## config.mk

```make
export PLATFORM = sky130hd
export DESIGN_NAME = ahb_cmd_master_flat
export DESIGN_NICKNAME = d
export VERILOG_FILES = /design/src/rtl/ahb_pkg.sv /design/src/rtl/ahb_cmd_master_if.sv /design/src/rtl/ahb_wait_timer.sv /design/src/rtl/ahb_cmd_master.sv /design/src/flat_wrapper.sv
export SDC_FILE = /design/constraint.sdc
export NUM_CORES = 1
export LEC_CHECK = 0
export CAP_MARGIN = 20
export CELL_PAD_IN_SITES_DETAIL_PLACEMENT = 1
export CELL_PAD_IN_SITES_GLOBAL_PLACEMENT = 1
export CORE_MARGIN = 2
export CORE_UTILIZATION = 30
export CTS_BUF_LIST = sky130_fd_sc_hd__clkbuf_8
export DETAILED_ROUTE_END_ITERATION = 10
export MAX_ROUTING_LAYER = met4
export PLACE_DENSITY_LB_ADDON = 0.25
export RECOVER_POWER = 25
export SETUP_SLACK_MARGIN = 0.3
export SYNTH_ARGS = -nofsm -noshare
export SYNTH_HDL_FRONTEND = slang
export SYNTH_SLANG_ARGS = --single-unit
```

## constraint.sdc

```tcl
create_clock -name ahb_clk_in -period 6.3 [get_ports ahb_clk_in]
set_input_delay 1.575 -clock ahb_clk_in [delete_from_list [all_inputs] [get_ports ahb_clk_in]]
set_output_delay 1.575 -clock ahb_clk_in [all_outputs]
set_load 0.005 [all_outputs]
```

## src/rtl/ahb_pkg.sv

```systemverilog
// Shared AHB-Lite encodings, command record and master state type.
package ahb_pkg;

    localparam logic [1:0] HTRANS_IDLE   = 2'b00;
    localparam logic [1:0] HTRANS_BUSY   = 2'b01;
    localparam logic [1:0] HTRANS_NONSEQ = 2'b10;
    localparam logic [1:0] HTRANS_SEQ    = 2'b11;

    localparam logic [2:0] HSIZE_BYTE = 3'd0;
    localparam logic [2:0] HSIZE_HALF = 3'd1;
    localparam logic [2:0] HSIZE_WORD = 3'd2;

    localparam logic HRESP_OKAY  = 1'b0;
    localparam logic HRESP_ERROR = 1'b1;

    localparam int unsigned CMD_ADDR_W = 32;
    localparam int unsigned CMD_DATA_W = 32;

    typedef struct packed {
        logic [CMD_ADDR_W-1:0] addr;
        logic                  write;
        logic [2:0]            size;
        logic [CMD_DATA_W-1:0] wdata;
    } ahb_cmd_t;

    typedef enum logic {
        NORMAL = 1'b0,
        ERR2   = 1'b1
    } ahb_state_e;

endpackage

```

## src/rtl/ahb_cmd_master_if.sv

```systemverilog
// Command/response stream plus AHB-Lite master-side bus signals for ahb_cmd_master.
interface ahb_cmd_master_if #(
    parameter int unsigned AHB_ADDR_WIDTH = 32,
    parameter int unsigned AHB_DATA_WIDTH = 32
) ();
    logic                      cmd_valid_in;
    logic                      cmd_ready_out;
    logic [AHB_ADDR_WIDTH-1:0] cmd_addr_in;
    logic                      cmd_write_in;
    logic [2:0]                cmd_size_in;
    logic [AHB_DATA_WIDTH-1:0] cmd_wdata_in;
    logic                      rsp_valid_out;
    logic [AHB_DATA_WIDTH-1:0] rsp_rdata_out;
    logic                      rsp_err_out;
    logic [AHB_ADDR_WIDTH-1:0] haddr_out;
    logic [1:0]                htrans_out;
    logic                      hwrite_out;
    logic [2:0]                hsize_out;
    logic [AHB_DATA_WIDTH-1:0] hwdata_out;
    logic                      hready_in;
    logic                      hresp_in;
    logic [AHB_DATA_WIDTH-1:0] hrdata_in;

    modport master (
        input  cmd_valid_in, cmd_addr_in, cmd_write_in, cmd_size_in, cmd_wdata_in,
        input  hready_in, hresp_in, hrdata_in,
        output cmd_ready_out, rsp_valid_out, rsp_rdata_out, rsp_err_out,
        output haddr_out, htrans_out, hwrite_out, hsize_out, hwdata_out
    );

    modport slave (
        output cmd_valid_in, cmd_addr_in, cmd_write_in, cmd_size_in, cmd_wdata_in,
        output hready_in, hresp_in, hrdata_in,
        input  cmd_ready_out, rsp_valid_out, rsp_rdata_out, rsp_err_out,
        input  haddr_out, htrans_out, hwrite_out, hsize_out, hwdata_out
    );
endinterface

```

## src/rtl/ahb_wait_timer.sv

```systemverilog
// Wait-state watchdog: sticky flag once a data phase stalls TIMEOUT_CYCLES cycles.
// Only built with AHB_CMD_MASTER_TIMEOUT_EN defined.
`ifdef AHB_CMD_MASTER_TIMEOUT_EN
module ahb_wait_timer #(
    parameter int unsigned TIMEOUT_CYCLES = 256
) (
    input  logic clk,
    input  logic rst,
    input  logic wait_cycle,
    input  logic clear,
    output logic timeout
);
    localparam int unsigned CW = $clog2(TIMEOUT_CYCLES + 1);

    logic [CW-1:0] count_q;

    always_ff @(posedge clk or posedge rst) begin
        if (rst) begin
            count_q <= '0;
            timeout <= 1'b0;
        end else if (clear) begin
            count_q <= '0;
        end else if (wait_cycle) begin
            // Saturate so a very long stall cannot wrap the count.
            if (32'(count_q) < TIMEOUT_CYCLES) begin
                count_q <= count_q + 1'b1;
            end
            if (32'(count_q) + 32'd1 >= TIMEOUT_CYCLES) begin
                timeout <= 1'b1;
            end
        end
    end
endmodule
`endif

```

## src/rtl/ahb_cmd_master.sv

```systemverilog
// AHB-Lite initiator: valid/ready commands to pipelined single NONSEQ transfers.
// Optional wait-state watchdog output under AHB_CMD_MASTER_TIMEOUT_EN.
module ahb_cmd_master
    import ahb_pkg::*;
#(
    parameter int unsigned AHB_ADDR_WIDTH = 32,
    parameter int unsigned AHB_DATA_WIDTH = 32,
    parameter int unsigned TIMEOUT_CYCLES = 256
) (
    input  logic             ahb_clk_in,
    input  logic             ahb_rst_in,
`ifdef AHB_CMD_MASTER_TIMEOUT_EN
    output logic             timeout_out,
`endif
    ahb_cmd_master_if.master bus
);
    ahb_cmd_t                  cmd;
    ahb_cmd_t                  aphase_q;
    ahb_state_e                state_q;
    logic [1:0]                htrans_q;
    logic [AHB_DATA_WIDTH-1:0] hwdata_q;
    logic                      dp_valid_q;
    logic                      dp_write_q;
    logic                      cancel_q;
    logic                      cancel_rsp_q;
    logic                      rsp_valid_q;
    logic                      rsp_err_q;
    logic [AHB_DATA_WIDTH-1:0] rsp_rdata_q;
    logic                      cmd_ready;
    logic                      accept;
    logic                      err_first;

    assign cmd.addr  = CMD_ADDR_W'(bus.cmd_addr_in);
    assign cmd.write = bus.cmd_write_in;
    assign cmd.size  = bus.cmd_size_in;
    assign cmd.wdata = CMD_DATA_W'(bus.cmd_wdata_in);

    assign cmd_ready = bus.hready_in && (state_q == NORMAL) && !ahb_rst_in;
    assign accept    = bus.cmd_valid_in && cmd_ready;
    assign err_first = (state_q == NORMAL) && dp_valid_q && bus.hresp_in && !bus.hready_in;

    always_ff @(posedge ahb_clk_in or posedge ahb_rst_in) begin
        if (ahb_rst_in) begin
            aphase_q     <= '0;
            state_q      <= NORMAL;
            htrans_q     <= HTRANS_IDLE;
            hwdata_q     <= '0;
            dp_valid_q   <= 1'b0;
            dp_write_q   <= 1'b0;
            cancel_q     <= 1'b0;
            cancel_rsp_q <= 1'b0;
            rsp_valid_q  <= 1'b0;
            rsp_err_q    <= 1'b0;
            rsp_rdata_q  <= '0;
        end else begin
            rsp_valid_q  <= 1'b0;
            rsp_err_q    <= 1'b0;
            rsp_rdata_q  <= '0;
            cancel_rsp_q <= 1'b0;
            if (bus.hready_in) begin
                if (accept) begin
                    aphase_q <= cmd;
                    htrans_q <= HTRANS_NONSEQ;
                end else begin
                    htrans_q <= HTRANS_IDLE;
                end
                if (htrans_q == HTRANS_NONSEQ) begin
                    dp_valid_q <= 1'b1;
                    dp_write_q <= aphase_q.write;
                    if (aphase_q.write) begin
                        hwdata_q <= AHB_DATA_WIDTH'(aphase_q.wdata);
                    end
                end else begin
                    dp_valid_q <= 1'b0;
                end
                if (dp_valid_q) begin
                    rsp_valid_q <= 1'b1;
                    rsp_err_q   <= bus.hresp_in;
                    rsp_rdata_q <= (!dp_write_q && !bus.hresp_in) ? bus.hrdata_in : '0;
                end
                if (state_q == ERR2) begin
                    state_q      <= NORMAL;
                    cancel_rsp_q <= cancel_q;
                    cancel_q     <= 1'b0;
                end
            end else if (err_first) begin
                // Pull a pending NONSEQ off the bus; it is answered after the error response.
                state_q <= ERR2;
                if (htrans_q == HTRANS_NONSEQ) begin
                    htrans_q <= HTRANS_IDLE;
                    cancel_q <= 1'b1;
                end
            end
            if (cancel_rsp_q) begin
                rsp_valid_q <= 1'b1;
                rsp_err_q   <= 1'b1;
                rsp_rdata_q <= '0;
            end
        end
    end

    assign bus.cmd_ready_out = cmd_ready;
    assign bus.haddr_out     = AHB_ADDR_WIDTH'(aphase_q.addr);
    assign bus.htrans_out    = htrans_q;
    assign bus.hwrite_out    = aphase_q.write;
    assign bus.hsize_out     = aphase_q.size;
    assign bus.hwdata_out    = hwdata_q;
    assign bus.rsp_valid_out = rsp_valid_q;
    assign bus.rsp_err_out   = rsp_err_q;
    assign bus.rsp_rdata_out = rsp_rdata_q;

`ifdef AHB_CMD_MASTER_TIMEOUT_EN
    ahb_wait_timer #(
        .TIMEOUT_CYCLES(TIMEOUT_CYCLES)
    ) u_wait_timer (
        .clk       (ahb_clk_in),
        .rst       (ahb_rst_in),
        .wait_cycle(dp_valid_q && !bus.hready_in),
        .clear     (bus.hready_in),
        .timeout   (timeout_out)
    );
`else
    logic unused_timeout;
    assign unused_timeout = ^TIMEOUT_CYCLES;
`endif
endmodule

```

## src/flat_wrapper.sv

```systemverilog
// flat-port wrapper written by rule: the top's interface ports become plain ports
module ahb_cmd_master_flat import ahb_pkg::*;
#(
    parameter int unsigned AHB_ADDR_WIDTH = 32,
    parameter int unsigned AHB_DATA_WIDTH = 32,
    parameter int unsigned TIMEOUT_CYCLES = 256
)
  (ahb_clk_in, ahb_rst_in, bus_cmd_valid_in, bus_cmd_addr_in, bus_cmd_write_in, bus_cmd_size_in, bus_cmd_wdata_in, bus_hready_in, bus_hresp_in, bus_hrdata_in, bus_cmd_ready_out, bus_rsp_valid_out, bus_rsp_rdata_out, bus_rsp_err_out, bus_haddr_out, bus_htrans_out, bus_hwrite_out, bus_hsize_out, bus_hwdata_out);
  ahb_cmd_master_if #(.AHB_ADDR_WIDTH(AHB_ADDR_WIDTH), .AHB_DATA_WIDTH(AHB_DATA_WIDTH)) bus_i ();
  input  logic ahb_clk_in;
  input  logic ahb_rst_in;
  input wire logic [$bits(bus_i.cmd_valid_in)-1:0] bus_cmd_valid_in;
  input wire logic [$bits(bus_i.cmd_addr_in)-1:0] bus_cmd_addr_in;
  input wire logic [$bits(bus_i.cmd_write_in)-1:0] bus_cmd_write_in;
  input wire logic [$bits(bus_i.cmd_size_in)-1:0] bus_cmd_size_in;
  input wire logic [$bits(bus_i.cmd_wdata_in)-1:0] bus_cmd_wdata_in;
  input wire logic [$bits(bus_i.hready_in)-1:0] bus_hready_in;
  input wire logic [$bits(bus_i.hresp_in)-1:0] bus_hresp_in;
  input wire logic [$bits(bus_i.hrdata_in)-1:0] bus_hrdata_in;
  output wire logic [$bits(bus_i.cmd_ready_out)-1:0] bus_cmd_ready_out;
  output wire logic [$bits(bus_i.rsp_valid_out)-1:0] bus_rsp_valid_out;
  output wire logic [$bits(bus_i.rsp_rdata_out)-1:0] bus_rsp_rdata_out;
  output wire logic [$bits(bus_i.rsp_err_out)-1:0] bus_rsp_err_out;
  output wire logic [$bits(bus_i.haddr_out)-1:0] bus_haddr_out;
  output wire logic [$bits(bus_i.htrans_out)-1:0] bus_htrans_out;
  output wire logic [$bits(bus_i.hwrite_out)-1:0] bus_hwrite_out;
  output wire logic [$bits(bus_i.hsize_out)-1:0] bus_hsize_out;
  output wire logic [$bits(bus_i.hwdata_out)-1:0] bus_hwdata_out;
  assign bus_i.cmd_valid_in = bus_cmd_valid_in;
  assign bus_i.cmd_addr_in = bus_cmd_addr_in;
  assign bus_i.cmd_write_in = bus_cmd_write_in;
  assign bus_i.cmd_size_in = bus_cmd_size_in;
  assign bus_i.cmd_wdata_in = bus_cmd_wdata_in;
  assign bus_i.hready_in = bus_hready_in;
  assign bus_i.hresp_in = bus_hresp_in;
  assign bus_i.hrdata_in = bus_hrdata_in;
  assign bus_cmd_ready_out = bus_i.cmd_ready_out;
  assign bus_rsp_valid_out = bus_i.rsp_valid_out;
  assign bus_rsp_rdata_out = bus_i.rsp_rdata_out;
  assign bus_rsp_err_out = bus_i.rsp_err_out;
  assign bus_haddr_out = bus_i.haddr_out;
  assign bus_htrans_out = bus_i.htrans_out;
  assign bus_hwrite_out = bus_i.hwrite_out;
  assign bus_hsize_out = bus_i.hsize_out;
  assign bus_hwdata_out = bus_i.hwdata_out;
  ahb_cmd_master #(.AHB_ADDR_WIDTH(AHB_ADDR_WIDTH), .AHB_DATA_WIDTH(AHB_DATA_WIDTH), .TIMEOUT_CYCLES(TIMEOUT_CYCLES)) u_core (.ahb_clk_in(ahb_clk_in), .ahb_rst_in(ahb_rst_in), .bus(bus_i));
endmodule
```

Yosys cells after proc, flatten, opt, wreduce, memory -nomap -nowiden
Cells that the tools add are included.
{"block": "word_totals", "regBits": 141, "inputBits": 105}
{"block": "classes", "n_eq_ne": 2, "mux": 23, "n_bitwise": 1, "reduce_logical": 18}
{"cell": "32-bit 2-to-1 mux", "n": 4}
{"cell": "1-bit 2-to-1 mux", "n": 15}
{"cell": "2-bit 2-to-1 mux", "n": 4}
{"cell": "1-bit logical AND", "n": 7}
{"cell": "2-bit AND reduction", "n": 3}
{"cell": "3-bit AND reduction", "n": 2}
{"cell": "1-bit logical NOT", "n": 4}
{"cell": "2-bit nonzero test", "n": 2}
{"cell": "2-bit == test, second input constant", "n": 1}
{"cell": "2-bit by 1-bit inequality test with 1-bit output, second input constant", "n": 1}
{"cell": "1-bit NOT", "n": 1}

Longest topological paths before layout
{"block": "logic_depth", "word_depth": 6, "ltp_mapped": 5, "depth_no_buf": 2}

Least setup slack after synthesis
OpenSTA, ideal clock, no wires.
{"block": "synth_path", "kind": "input port to output port", "start": "in bus_hready_in", "end": "out bus_cmd_ready_out", "arrival_time_ns": 1.995, "path_slack_ns": 2.730, "stages": 3, "path_buffers": 1, "path_cell_list": "buf_2 > inv_1 > nor3_1"}
{"block": "synth_via", "elab_chain_len": 2}
{"item": "from (decl)", "line": "flat_wrapper.sv:17", "source": "input wire logic [$bits(bus_i.hready_in)-1:0] bus_hready_in;"}
{"item": "1-bit logical AND (2 in a row)", "line": "ahb_cmd_master.sv:38", "source": "assign cmd_ready = bus.hready_in && (state_q == NORMAL) && !ahb_rst_in;"}
{"item": "to (decl)", "line": "flat_wrapper.sv:20", "source": "output wire logic [$bits(bus_i.cmd_ready_out)-1:0] bus_cmd_ready_out;"}
Every way passes these cells.

Worst setup path in the final report
Same ends and word-level chain as after synthesis.

==> impl_metrics.toml <==
[clock_network]
clock-sinks = 140
cts_tree = "built"
cts-hold-fix-buffers = 0
clockBufferDepth = 2
cts_max_level = 4
insertion_delay_ns = 0.43
ctsResizeCount = 0
numCtsBuffers = 17
cts_setup_buffers = 0
path_clk_slew_ns = 0.07
cts-root-buf = "clkbuf_8"

[global_route]
overflow = 0
grt_pass1_vias = 3907
grt_first_pass_wirelength_mm = 20.5
grt_max_degree = 92
track_usage = 0.143
antenna_found_initial = 0

[place]
port_buffers = 208
dpl.hpwl_mm = 9.07
place_area_sq_mm = 0.00745
gp_congestion = 0.780

[timing]
grt_setup_unrepaired = "no"
setup_violations = 0
timing.fmax_ghz = 0.209
relSlewSlack = 0.363
period_share = 0.761
clock_skew_ns = 0.0103
period_needed_ns = 4.79
worst_slew_pin_slew_ns = 0.955
drv_slew = 0
hold_viol_final = 0
setup_tns_ns = 0

[layout]
area_delta_synth_final_pct = 45.9
layout.nets = 629
multi_input_area_sq_mm = 0.00154
fin_area_sq_mm = 0.00791
register_area_sq_mm = 0.00350
diodes = 0
fillers = 1795
drive_gt1_frac = 0.259
fin_util = 0.443

[logic_synthesis]
synthXorXnorAreaFrac = 0
synth_largest_area_cell = "dfrtp_1"
synth_flop_cell = "dfrtp_1"
ys_warn_count = 0
syn_area_per_cell_sq_um = 15.5
yosys-top-cells-count = "140 x dfrtp_1, 91 x mux2_2, 36 x buf_4, 32 x nor3b_1"
netlist_area_sq_mm = 0.00542
yosysSeqAreaShare = 0.646
syn_nets = 454
yosys_register_bits = 140
synth_most_common_cell = "dfrtp_1"
synth_top_family_by_area = "multiplexers"
synth_enable_flop_cells = 0
synth_area_leaders = "dfrtp_1 65%, mux2_2 19%, buf_4 5.0%"
synth_top_area_frac = 0.646
synthCells = 349
yosys.area_share.simple = 0.0561
ys_async_sr_fraction = 1.00
synthMuxAreaShare = 0.214
synthAdderAreaFrac = 0
synth_compound_area_frac = 0.0108
yosysUniqueCellTypes = 26

[critical_path]
critPathLaunchType = "primary input"
reg2reg_slack_ns = 3.98
critPathCaptureType = "primary output"
path_max_fanout = 11
cp_slowest_cell = "dlygate4sd3_1"
required_ns = 4.72
critPathKind = "in2out"
worstPathArrival_ns = 3.22
crit_chain = "dlygate4sd3_1 > inv_1 > nor3_1 > clkdlybuf4s50_1"
cpPeakStageDelay_ns = 0.77

[routing]
vias_per_cell = 4.42
post-route-drc-count = 0
drt_iter0_markers = 63
wirelength_mm = 13.0
vias = 3382
detail-route-antenna-nets = 0
dr.pass1.iters = 4
post_drt_wl_per_cell_um = 16.9

[die]
io_pins = 210
start_util = 0.304
die_w_um = 138
coreArea_sq_mm = 0.0178
fp.dieH_um = 138
dieArea_sq_mm = 0.0192
rows = 49

[status]
status = "finished, final reports clean"

[power_and_ir_drop]
ir_drop_mv = 0.151
p_total_mw = 2.70
power.density_mw_per_mm2 = 342
p_leak_nw = 3.33

[hold_path]
hp-class = "reg2reg"

[flow_run]
maxCapViolCount = 0
==> per-stage QoR <==
step                setup slack [ns]  hold slack [ns]  instances
finish                          1.51            0.500        766
global route                    1.38            0.527        766
CTS                             1.56            0.507        765
detailed placement              1.56            0.487        733
global placement                1.63            0.484        733
floorplan                      0.972            0.462        349
==> placed cells by master, fill, tap and decap left out <==
cell	n
nand4bb_1	1
and4bb_4	1
bufinv_16	4
conb_1	1
a31o_2	1
clkinvlp_4	2
clkbuf_8	19
inv_6	2
nand2_1	1
and3_1	1
o21a_1	1
a21oi_1	1
dlygate4sd3_1	2
a21o_1	1
o21ai_0	2
buf_4	3
nand4b_1	1
clkinv_4	1
a21bo_2	2
mux2_2	91
clkdlybuf4s50_1	206
nand3_2	1
nand3b_1	1
nor3b_1	32
clkinv_2	2
inv_1	5
nor2_1	1
nor3_1	1
dfrtp_1	140
buf_16	1
mux2_4	9
==> worst paths after layout <==
path	start	endpoint	cells past startpoint
max in group asynchronous	ahb_rst_in	u_core.bus.haddr_out[4]	3
hold / removal	u_core.cancel_rsp_q	u_core.bus.rsp_valid_out	1
hold reg to reg	u_core.cancel_rsp_q	u_core.bus.rsp_valid_out	1
setup reg to reg	u_core.state_q	u_core.bus.haddr_out[23]	3
setup / recovery	bus_hready_in	bus_cmd_ready_out	4
min in group asynchronous	ahb_rst_in	u_core.bus.rsp_rdata_out[2]	2
==> registers in the layout, indices dropped and copies added (netlist names) <==
| register | cells |
|---|---|
| u_core.bus.hwrite_out | 1 |
| u_core.bus.rsp_err_out | 1 |
| u_core.bus.haddr_out | 32 |
| u_core.bus.htrans_out | 1 |
| u_core.dp_valid_q | 1 |
| u_core.bus.hwdata_out | 32 |
| u_core.aphase_q | 32 |
| u_core.bus.rsp_valid_out | 1 |
| u_core.bus.hsize_out | 3 |
| u_core.state_q | 1 |
| u_core.cancel_q | 1 |
| u_core.bus.rsp_rdata_out | 32 |
| u_core.dp_write_q | 1 |
| u_core.cancel_rsp_q | 1 |
==> layer usage <==
metal	vias up	track usage	part of all wire
met5	-	-	0
met4	0	0.0542	0.015
met3	16	0.0610	0.081
met2	129	0.234	0.51
met1	1727	0.153	0.39
li1	1510	-	-
==> worst max-delay path, delay by kind of cell <==
kind | cells | cell delay (ns)
buf+inv | 3 | 1.42
simple gates | 1 | 0.22
==> cell families (layout without fill, tap and decap cells) <==
kind of cell,after synthesis,after routing
compound gates,8,8
other cells,1,1
simple gates,41,41
mux,100,100
flops,140,140
buf+inv,59,247
==> area by class of cell <==
class                   count  area share
clock inverters            13      0.0220
clock buffers              19      0.0331
multi-input cells         150       0.194
flip-flops and latches    140       0.443
repair buffers            212       0.270
inverters                   3     0.00206
well taps                 229      0.0362
==> power breakdown <==
group	switching (mW)	internal (mW)	total (mW)
combinational	0.208	0.494	0.702
clock	0.337	0.449	0.786
sequential	0.111	1.11	1.22
total	0.656	2.05	2.70
No activity file was read; power rests on OpenSTA's default activity.
